### config.mk
export PLATFORM = sky130hd
export DESIGN_NAME = gs_uart_bus_bridge
export DESIGN_NICKNAME = d
export VERILOG_FILES = /design/src/rtl/gs_uart_pkg.sv /design/src/rtl/gs_uart_tx_sender.sv /design/src/rtl/gs_uart_bus_bridge.sv
export SDC_FILE = /design/constraint.sdc
export NUM_CORES = 1
export LEC_CHECK = 0
export CAP_MARGIN = 5
export CORE_ASPECT_RATIO = 0.8
export CORE_MARGIN = 8
export CORE_UTILIZATION = 30
export CTS_CLUSTER_DIAMETER = 150
export DETAILED_ROUTE_END_ITERATION = 10
export GPL_TIMING_DRIVEN = 1
export HOLD_SLACK_MARGIN = 0.05
export PLACE_DENSITY = 0.56
export SETUP_SLACK_MARGIN = 0.05
export SYNTH_ARGS = -nofsm -noshare
export SYNTH_HDL_FRONTEND = slang
export SYNTH_SLANG_ARGS = --single-unit
### constraint.sdc
create_clock -name clk -period 6.3 [get_ports clk]
set_clock_uncertainty 0.2 [all_clocks]
set_input_delay 1.26 -clock clk [delete_from_list [all_inputs] [get_ports clk]]
set_output_delay 1.26 -clock clk [all_outputs]
set_load 0.005 [all_outputs]
### src/rtl/gs_uart_pkg.sv
// Shared opcode and reply constants plus the bridge FSM state encoding for the UART bus bridge.
package gs_uart_pkg;

  localparam logic [7:0] OP_WRITE     = 8'h57;
  localparam logic [7:0] OP_READ      = 8'h52;
  localparam logic [7:0] OP_INC_READ  = 8'h4E;
  localparam logic [7:0] OP_INC_WRITE = 8'h4D;

  localparam logic [7:0] REPLY_ACK = 8'h2B;
  localparam logic [7:0] REPLY_ERR = 8'h3F;

  typedef enum logic [2:0] {
    ST_IDLE,
    ST_ADDR_H,
    ST_ADDR_L,
    ST_DATA,
    ST_BUS_REQ,
    ST_BUS_ACC,
    ST_BUS_WAIT,
    ST_RESP
  } bridge_state_t;

  // States in which the parser is waiting for the next command byte.
  function automatic logic is_byte_state(input bridge_state_t s);
    return (s == ST_ADDR_H) || (s == ST_ADDR_L) || (s == ST_DATA);
  endfunction

endpackage

### src/rtl/gs_uart_tx_sender.sv
// One-byte reply holder: accepts a byte on load while ready and strobes uart_tx_en
// on the first cycle the transmitter is not busy.
module gs_uart_tx_sender (
  input  logic       clk,
  input  logic       resetn,
  input  logic       load,
  input  logic [7:0] load_data,
  output logic       ready,
  input  logic       uart_tx_busy,
  output logic       uart_tx_en,
  output logic [7:0] uart_tx_data
);

  logic       full;
  logic [7:0] byte_q;

  always_ff @(posedge clk or negedge resetn) begin
    if (!resetn) begin
      full   <= 1'b0;
      byte_q <= 8'h00;
    end else if (load && !full) begin
      full   <= 1'b1;
      byte_q <= load_data;
    end else if (full && !uart_tx_busy) begin
      full <= 1'b0;
    end
  end

  // The strobe is combinational so it fires in the very cycle busy is seen low.
  assign ready        = ~full;
  assign uart_tx_en   = full & ~uart_tx_busy;
  assign uart_tx_data = byte_q;

endmodule

### src/rtl/gs_uart_bus_bridge.sv
// UART-driven bus initiator: parses 'W'/'R' byte commands, performs one bus access, replies.
// Defining GS_UART_BRIDGE_AUTOINC_EN adds 'N'/'M' commands that address last_addr+1.
module gs_uart_bus_bridge
  import gs_uart_pkg::*;
#(
  parameter int unsigned CLK_HZ         = 50000000,
  parameter int unsigned TIMEOUT_CYCLES = 5000000,
  parameter int unsigned READ_LATENCY   = 1
) (
  input  logic        clk,
  input  logic        resetn,
  input  logic        uart_rx_valid,
  input  logic [7:0]  uart_rx_data,
  input  logic        uart_tx_busy,
  output logic        uart_tx_en,
  output logic [7:0]  uart_tx_data,
  output logic        bus_req,
  input  logic        bus_gnt,
  output logic        bus_cs,
  output logic        bus_we,
  output logic [15:0] bus_addr,
  output logic [7:0]  bus_do,
  input  logic [7:0]  bus_di
);

  localparam int unsigned     TO_W      = $clog2(TIMEOUT_CYCLES + 1);
  localparam logic [TO_W-1:0] TO_LIMIT  = TO_W'(TIMEOUT_CYCLES);
  localparam logic [1:0]      LAST_WAIT = 2'(READ_LATENCY - 1);

  if (READ_LATENCY < 1 || READ_LATENCY > 3 || CLK_HZ == 0 || TIMEOUT_CYCLES == 0) begin : g_bad_params
    $error("gs_uart_bus_bridge: READ_LATENCY must be 1..3, CLK_HZ and TIMEOUT_CYCLES nonzero");
  end

  bridge_state_t   state;
  bridge_state_t   next_state;
  logic [15:0]     addr_q;
  logic [7:0]      data_q;
  logic            is_write_q;
  logic [TO_W-1:0] to_cnt;
  logic [1:0]      wait_cnt;
  logic            timed_out;
  logic            rx_is_write;
  logic            reply_load;
  logic [7:0]      reply_byte;
  logic            sender_ready;

`ifdef GS_UART_BRIDGE_AUTOINC_EN
  logic [15:0]     last_addr_q;
`endif

  assign timed_out = (to_cnt == TO_LIMIT);

  always_comb begin
    rx_is_write = (uart_rx_data == OP_WRITE);
`ifdef GS_UART_BRIDGE_AUTOINC_EN
    rx_is_write = rx_is_write | (uart_rx_data == OP_INC_WRITE);
`endif
  end

  always_ff @(posedge clk or negedge resetn) begin
    if (!resetn) state <= ST_IDLE;
    else         state <= next_state;
  end

  always_comb begin
    next_state = state;
    reply_load = 1'b0;
    reply_byte = REPLY_ERR;
    case (state)
      ST_IDLE: begin
        if (uart_rx_valid) begin
          if (uart_rx_data == OP_WRITE || uart_rx_data == OP_READ) begin
            next_state = ST_ADDR_H;
          end
`ifdef GS_UART_BRIDGE_AUTOINC_EN
          else if (uart_rx_data == OP_INC_READ) begin
            next_state = ST_BUS_REQ;
          end else if (uart_rx_data == OP_INC_WRITE) begin
            next_state = ST_DATA;
          end
`endif
          else begin
            next_state = ST_RESP;
            reply_load = 1'b1;
            reply_byte = REPLY_ERR;
          end
        end
      end
      ST_ADDR_H: begin
        if (uart_rx_valid)  next_state = ST_ADDR_L;
        else if (timed_out) next_state = ST_IDLE;
      end
      ST_ADDR_L: begin
        if (uart_rx_valid)  next_state = is_write_q ? ST_DATA : ST_BUS_REQ;
        else if (timed_out) next_state = ST_IDLE;
      end
      ST_DATA: begin
        if (uart_rx_valid)  next_state = ST_BUS_REQ;
        else if (timed_out) next_state = ST_IDLE;
      end
      ST_BUS_REQ: begin
        if (bus_gnt) next_state = ST_BUS_ACC;
      end
      ST_BUS_ACC: begin
        next_state = ST_BUS_WAIT;
      end
      ST_BUS_WAIT: begin
        // Reads capture bus_di straight into the sender on the READ_LATENCY-th cycle after bus_cs.
        if (is_write_q || wait_cnt == LAST_WAIT) begin
          next_state = ST_RESP;
          reply_load = 1'b1;
          reply_byte = is_write_q ? REPLY_ACK : bus_di;
        end
      end
      ST_RESP: begin
        if (sender_ready) next_state = ST_IDLE;
      end
      default: next_state = ST_IDLE;
    endcase
  end

  always_ff @(posedge clk or negedge resetn) begin
    if (!resetn) begin
      addr_q     <= 16'h0000;
      data_q     <= 8'h00;
      is_write_q <= 1'b0;
    end else if (uart_rx_valid) begin
      case (state)
        ST_IDLE: begin
          is_write_q <= rx_is_write;
`ifdef GS_UART_BRIDGE_AUTOINC_EN
          if (uart_rx_data == OP_INC_READ || uart_rx_data == OP_INC_WRITE)
            addr_q <= last_addr_q + 16'd1;
`endif
        end
        ST_ADDR_H: addr_q[15:8] <= uart_rx_data;
        ST_ADDR_L: addr_q[7:0]  <= uart_rx_data;
        ST_DATA:   data_q       <= uart_rx_data;
        default:   ;
      endcase
    end
  end

`ifdef GS_UART_BRIDGE_AUTOINC_EN
  always_ff @(posedge clk or negedge resetn) begin
    if (!resetn)                 last_addr_q <= 16'h0000;
    else if (state == ST_BUS_ACC) last_addr_q <= addr_q;
  end
`endif

  // Inter-byte gap counter: zero outside the byte states, saturates at the limit.
  always_ff @(posedge clk or negedge resetn) begin
    if (!resetn)                                            to_cnt <= '0;
    else if (!is_byte_state(next_state) || uart_rx_valid)   to_cnt <= '0;
    else if (!timed_out)                                    to_cnt <= to_cnt + 1'b1;
  end

  always_ff @(posedge clk or negedge resetn) begin
    if (!resetn)                   wait_cnt <= 2'd0;
    else if (state == ST_BUS_WAIT) wait_cnt <= wait_cnt + 2'd1;
    else                           wait_cnt <= 2'd0;
  end

  assign bus_req  = (state == ST_BUS_REQ) || (state == ST_BUS_ACC) || (state == ST_BUS_WAIT);
  assign bus_cs   = (state == ST_BUS_ACC);
  assign bus_we   = bus_cs & is_write_q;
  assign bus_addr = addr_q;
  assign bus_do   = data_q;

  gs_uart_tx_sender u_sender (
    .clk          (clk),
    .resetn       (resetn),
    .load         (reply_load),
    .load_data    (reply_byte),
    .ready        (sender_ready),
    .uart_tx_busy (uart_tx_busy),
    .uart_tx_en   (uart_tx_en),
    .uart_tx_data (uart_tx_data)
  );

endmodule

# --- Word level (Yosys, flattened, before mapping) ---
# Cells that the tools add are included.
word_totals:
  latchBits: 0
  ram_bits: 0
  ff_bits: 62
  mem_bits_ro: 0
  word_cells: 70
  input_bits: 21
  mem_count: 0
op_classes:
  muxes: 23
  order_cmp: 0
  multipliers: 0
  addsub: 2
  div: 0
  n_reduce_logical: 19
  bitwise: 3
  n_eq_ne: 14
  n_shift: 0
op_table:
  columns: ["operator", "count"]
  rows:
  - ["23-bit two-way mux", 2]
  - ["3-bit two-way mux", 10]
  - ["8-bit two-way mux", 3]
  - ["3-bit case mux with 8 select lines", 1]
  - ["23-bit by 1-bit adder with 23-bit output, second input constant", 1]
  - ["23-bit == test, second input constant", 1]
  - ["8-bit by 7-bit == test with 1-bit output, second input constant", 2]
  - ["3-bit by 2-bit == test with 1-bit output, second input constant", 4]
  - ["3-bit == test, second input constant", 4]
  - ["2-bit AND reduction", 4]
  - ["1-bit logical OR", 7]
  - ["3-bit by 1-bit == test with 1-bit output, second input constant", 2]
  - ["1-bit two-way mux", 5]
  - ["1-bit logical NOT", 3]
  - ["3-bit logical NOT", 1]
  - ["2-bit by 1-bit adder with 2-bit output, second input constant", 1]
  - ["1-bit bitwise AND", 2]
  - ["1-bit logical AND", 2]
  - ["2-bit logical NOT", 1]
  - ["2-bit two-way mux", 1]
  - ["2-bit by 1-bit != test with 1-bit output, second input constant", 1]
  - ["1-bit case mux with 2 select lines", 1]
  - ["2-bit nonzero test", 1]
  - ["1-bit NOT", 1]

# --- Longest topological paths before layout ---
depth:
  depth_word: 11
  mapped_depth: 7
  depth_no_buf: 6

# --- By module ---
# From an unflattened synthesis, not the netlist that was laid out.
unflattened:
  cells_unflattened: 254
  area_unflattened_um2: 2889.0
modules_own_cells:
  columns: ["module", "area_each_um2", "n_inst", "cells_each", "seq_area_each_um2"]
  rows:
  - ["gs_uart_bus_bridge", 2511.2, 1, 232, 1326.3]
  - ["gs_uart_tx_sender", 377.9, 1, 22, 225.2]

# --- Least setup slack after synthesis ---
# No wires, ideal clock.
synth_path:
  kind: "input-to-reg"
  start: "input uart_rx_valid"
  end: "register u_sender.byte_q[0], in the netlist u_sender.uart_tx_data[0]"
  setup_time_ps: 65
  setup_slack_ps: 3447
  stages: 4
  t_arrival_ps: 2588
  path_buffers: 0
  path_cell_list: "or4b_2 > a31o_2 > a21oi_1 > o22a_1"
synth_between:
  elab_chain_cells: 3
synth_lines:
  columns: ["item", "line_no", "rtl"]
  rows:
  - ["start: declaration", "gs_uart_bus_bridge.sv:12", "input logic uart_rx_valid,"]
  - ["1-bit two-way mux", "gs_uart_bus_bridge.sv:71", "if (uart_rx_valid) begin"]
  - ["1-bit case mux with 2 select lines", "gs_uart_bus_bridge.sv:69", "case (state)"]
  - ["1-bit logical AND", "gs_uart_tx_sender.sv:21", "end else if (load && !full) begin"]
  - ["end signal: assignment", "gs_uart_tx_sender.sv:23", "byte_q <= load_data;"]
  - ["end: declaration", "gs_uart_tx_sender.sv:15", "logic [7:0] byte_q;"]
# Every way passes these cells.
# A chain may end at the register's enable or synchronous reset.

# --- Worst setup path in the final report ---
layout_path:
  start: "input uart_tx_busy"
  end: "output uart_tx_en"
layout_between:
  elab_chain_cells: 2
layout_lines:
  columns: ["item", "line_no", "rtl"]
  rows:
  - ["start: declaration", "gs_uart_bus_bridge.sv:14", "input logic uart_tx_busy,"]
  - ["1-bit NOT", "gs_uart_tx_sender.sv:31", "assign uart_tx_en = full & ~uart_tx_busy;"]
  - ["1-bit bitwise AND", "gs_uart_tx_sender.sv:31", null]
  - ["end: declaration", "gs_uart_bus_bridge.sv:15", "output logic uart_tx_en,"]
# Every way passes these cells.

==> metrics <==
Starting DRT DRC Count=100; Hold Vio Cnt, Final=0; Overall Power=0.001667 W; Die W=125.6 um; post-synthesis sequential area ratio=between 50% and 60%; Final Critical Period=approximately 3.8 ns; CP max FO=2; largest net degree at the start of global routing=63; Cell Area, Placed=~3600 um^2; Final #Nets=344; CTS tree=done; clk_lat worst skew=0.32 ns; power per cell area=about 430 nW/um^2; leakage power=1.507 nW; vias in the first global route=2168; total congestion overflow=0; fraction of registers with async set or reset after synthesis=100.0%; setup TNS=0 ns; DP HPWL=4.838 mm; CP max stage cell=clkdlybuf4s50_1; initial core utilization=30.37%; post-CTS resize count=0; Max-Cap Viols=0; Sw Ratio=27.80%; period utilization=59.94%; Final Setup Violations=0; Worst slew margin=37.55%; RR Endpoint=to_cnt[22]; worst setup path category=in2out; area delta synth->final=34.82%; outcome=finished, final reports clean; data arrival time of the worst path=2.32 ns; CTS root buf=clkbuf_16; Reg2Reg Setup Slack=3.92 ns; CP Launch Point=uart_tx_busy; Reg-to-Reg Start=to_cnt[0]; proportion of layout cells with a drive suffix above 1=15.08%; most common cell after layout, fill and taps aside=dfrtp_1; peak supply drop=0.1820 mV; Antenna Nets Post-Route=0; #FFs+latches synth=62; syn nets=~280; final std cells w/o fill=444; WHS=0.2437 ns; DRC errors left=0; Post-CTS Setup Bufs=0; CTS max path bufs=2; delay of the slowest critical-path stage=about 0.52 ns; die height=103.7 um; Fill cells=917; Psw=between 0.0004 and 0.0005 W; P_int=between 0.001 and 0.0015 W; GRT Util Overall=11.12%; hold path startpoint=wait_cnt[0]; Sinks on Clock Net=slightly above 60; Register-to-Register Path Depth=5; fmax=roughly 260 MHz; fin area=3885 um^2; # rows=32; Routability Congestion=0.7929; post-synthesis cell type count=42; Vias=2198; YS warnings=0; CTS Hold Bufs=0; CP endpoint=uart_tx_en; cell repeated most along the worst path=clkdlybuf4s50_1; initial antenna violation count=0; first-pass GRT wire length=~12 mm; Antenna Cells=0; commonest non-fill, non-tap cells in the layout=62 x dfrtp_1, 55 x clkdlybuf4s50_1, 24 x mux2_2; crit-path cells=clkdlybuf4s50_1, nor2_1, clkdlybuf4s50_1; Core Area=9489 um^2; RSZ-0062 raised after global routing=no; CP Launch Type=input pin; Synth Cell Area=2882 um^2; Slew @ Worst Pin=0.9290 ns; critical path required time=4.84 ns; Most used DFF post-synth=dfrtp_1; Hold/Removal Path Class=reg2reg; Die ar.=around 13000 um^2; Avg WL per Cell=approximately 16 um; TritonCTS Buffers=9; DR vias/cell=4.950; Clk pwr share=31.7%; Slew Viols, Final=0; post-synthesis average cell area=around 11 um^2; buffers added on ports=56; CTS H-tree lvls=3; EDFF count, synth=0; routed wire length=roughly 7 mm; sequential fraction of design power=between 30% and 40%; placed insts=428; DRT Pass-1 Iters=4; crit end category=primary output; Top Ports=57; logic gate share of total power=31.5%; Cells after Synth=260; clock slew at reported path FFs=0.05 ns
## state kept, by name, indices dropped and copies added, names as in the netlist
signal / cells
to_cnt: 23
bus_addr: 16
bus_do: 8
u_sender.uart_tx_data: 8
state: 3
wait_cnt: 2
is_write_q: 1
u_sender.full: 1
## area by class of cell
type	instances	area (um^2)	share of cell area, %
inverter	15	56.30	1.449
multi-input combinational	174	1235	31.79
timing repair buffer	58	570.5	14.69
tap	119	148.9	3.833
sequential	62	1551	39.94
clock buffer	9	225.2	5.797
clock inverter	7	97.59	2.512
## through the flow
stage          setup slack, ns  util, %
6_report                 2.524    40.94
3_5_place_dp             2.520    37.54
5_1_grt                  2.472    40.94
3_3_place_gp             2.536    37.54
4_1_cts                  2.513    40.94
2_1_floorplan            3.447        -
## power by group through the flow
stage          registers, W  clock network (W)  logic, W
5_1_grt            0.000634           0.000566  0.000575
2_1_floorplan      0.000595                  0  0.000252
3_5_place_dp       0.000620                  0  0.000533
4_1_cts            0.000615           0.000546  0.000537
3_3_place_gp       0.000621                  0  0.000530
6_report           0.000613           0.000529  0.000525
## cell usage after synthesis (all sizes together), types with 2 or more instances
cell type,n,share of area [%]
or4,5,1.3
o211ai,3,0.78
mux2,24,9.4
inv,15,2.0
o221ai,3,0.91
nor2,23,3.0
nor4,4,1.1
nor3,8,1.4
o21ai,7,1.2
nand4,10,2.4
nor4bb,2,0.69
a22o,2,0.61
a2bb2oi,3,0.91
nor2b,5,1.1
nand3,9,1.6
and4,3,0.91
nand2,8,1.0
xnor2,11,3.3
a21oi,10,1.7
ha,3,1.3
dfrtp,62,54
o22a,6,1.8
xor2,3,0.91
o31ai,2,0.52
a31o,2,0.61
or3,6,1.3
clkbuf,5,0.69
a31oi,3,0.65
buf,4,0.65
## cell families (layout without fill, tap and decap cells)
group           after synthesis  in the layout  synth area share, %
mux                          24             24                9.379
compound gates               43             43                10.38
buf+inv                      24             89                3.299
simple gates                 90             90                17.54
flops                        62             62                53.84
fa+ha+maj                     3              3                1.303
xor+xnor                     14             14                4.255
## routing by layer
| metal | routed length, um | vias up | share of wire (%) | global-route usage (%) |
|---|---|---|---|---|
| met5 | 0 | - | 0 | 0 |
| met4 | 76 | 0 | 1.1 | 3.643 |
| met3 | 442 | 4 | 6.3 | 4.355 |
| met2 | 2771 | 56 | 40 | 14.36 |
| met1 | 3692 | 1069 | 53 | 16.19 |
| li1 | - | 1069 | - | - |
## critical path, delay by kind of cell
kind,cells,cell delay (ns)
simple gates,1,0.13
buf+inv,2,0.93
## worst min-delay path by stage
stage,to,depth (start not counted)
final,wait_cnt[0],1
after global routing,wait_cnt[0],1
after CTS,wait_cnt[0],1
after detailed placement,wait_cnt[0],1
after global placement,wait_cnt[0],1
after floorplan,wait_cnt[0],1
Power figures use the tool's default switching activity.
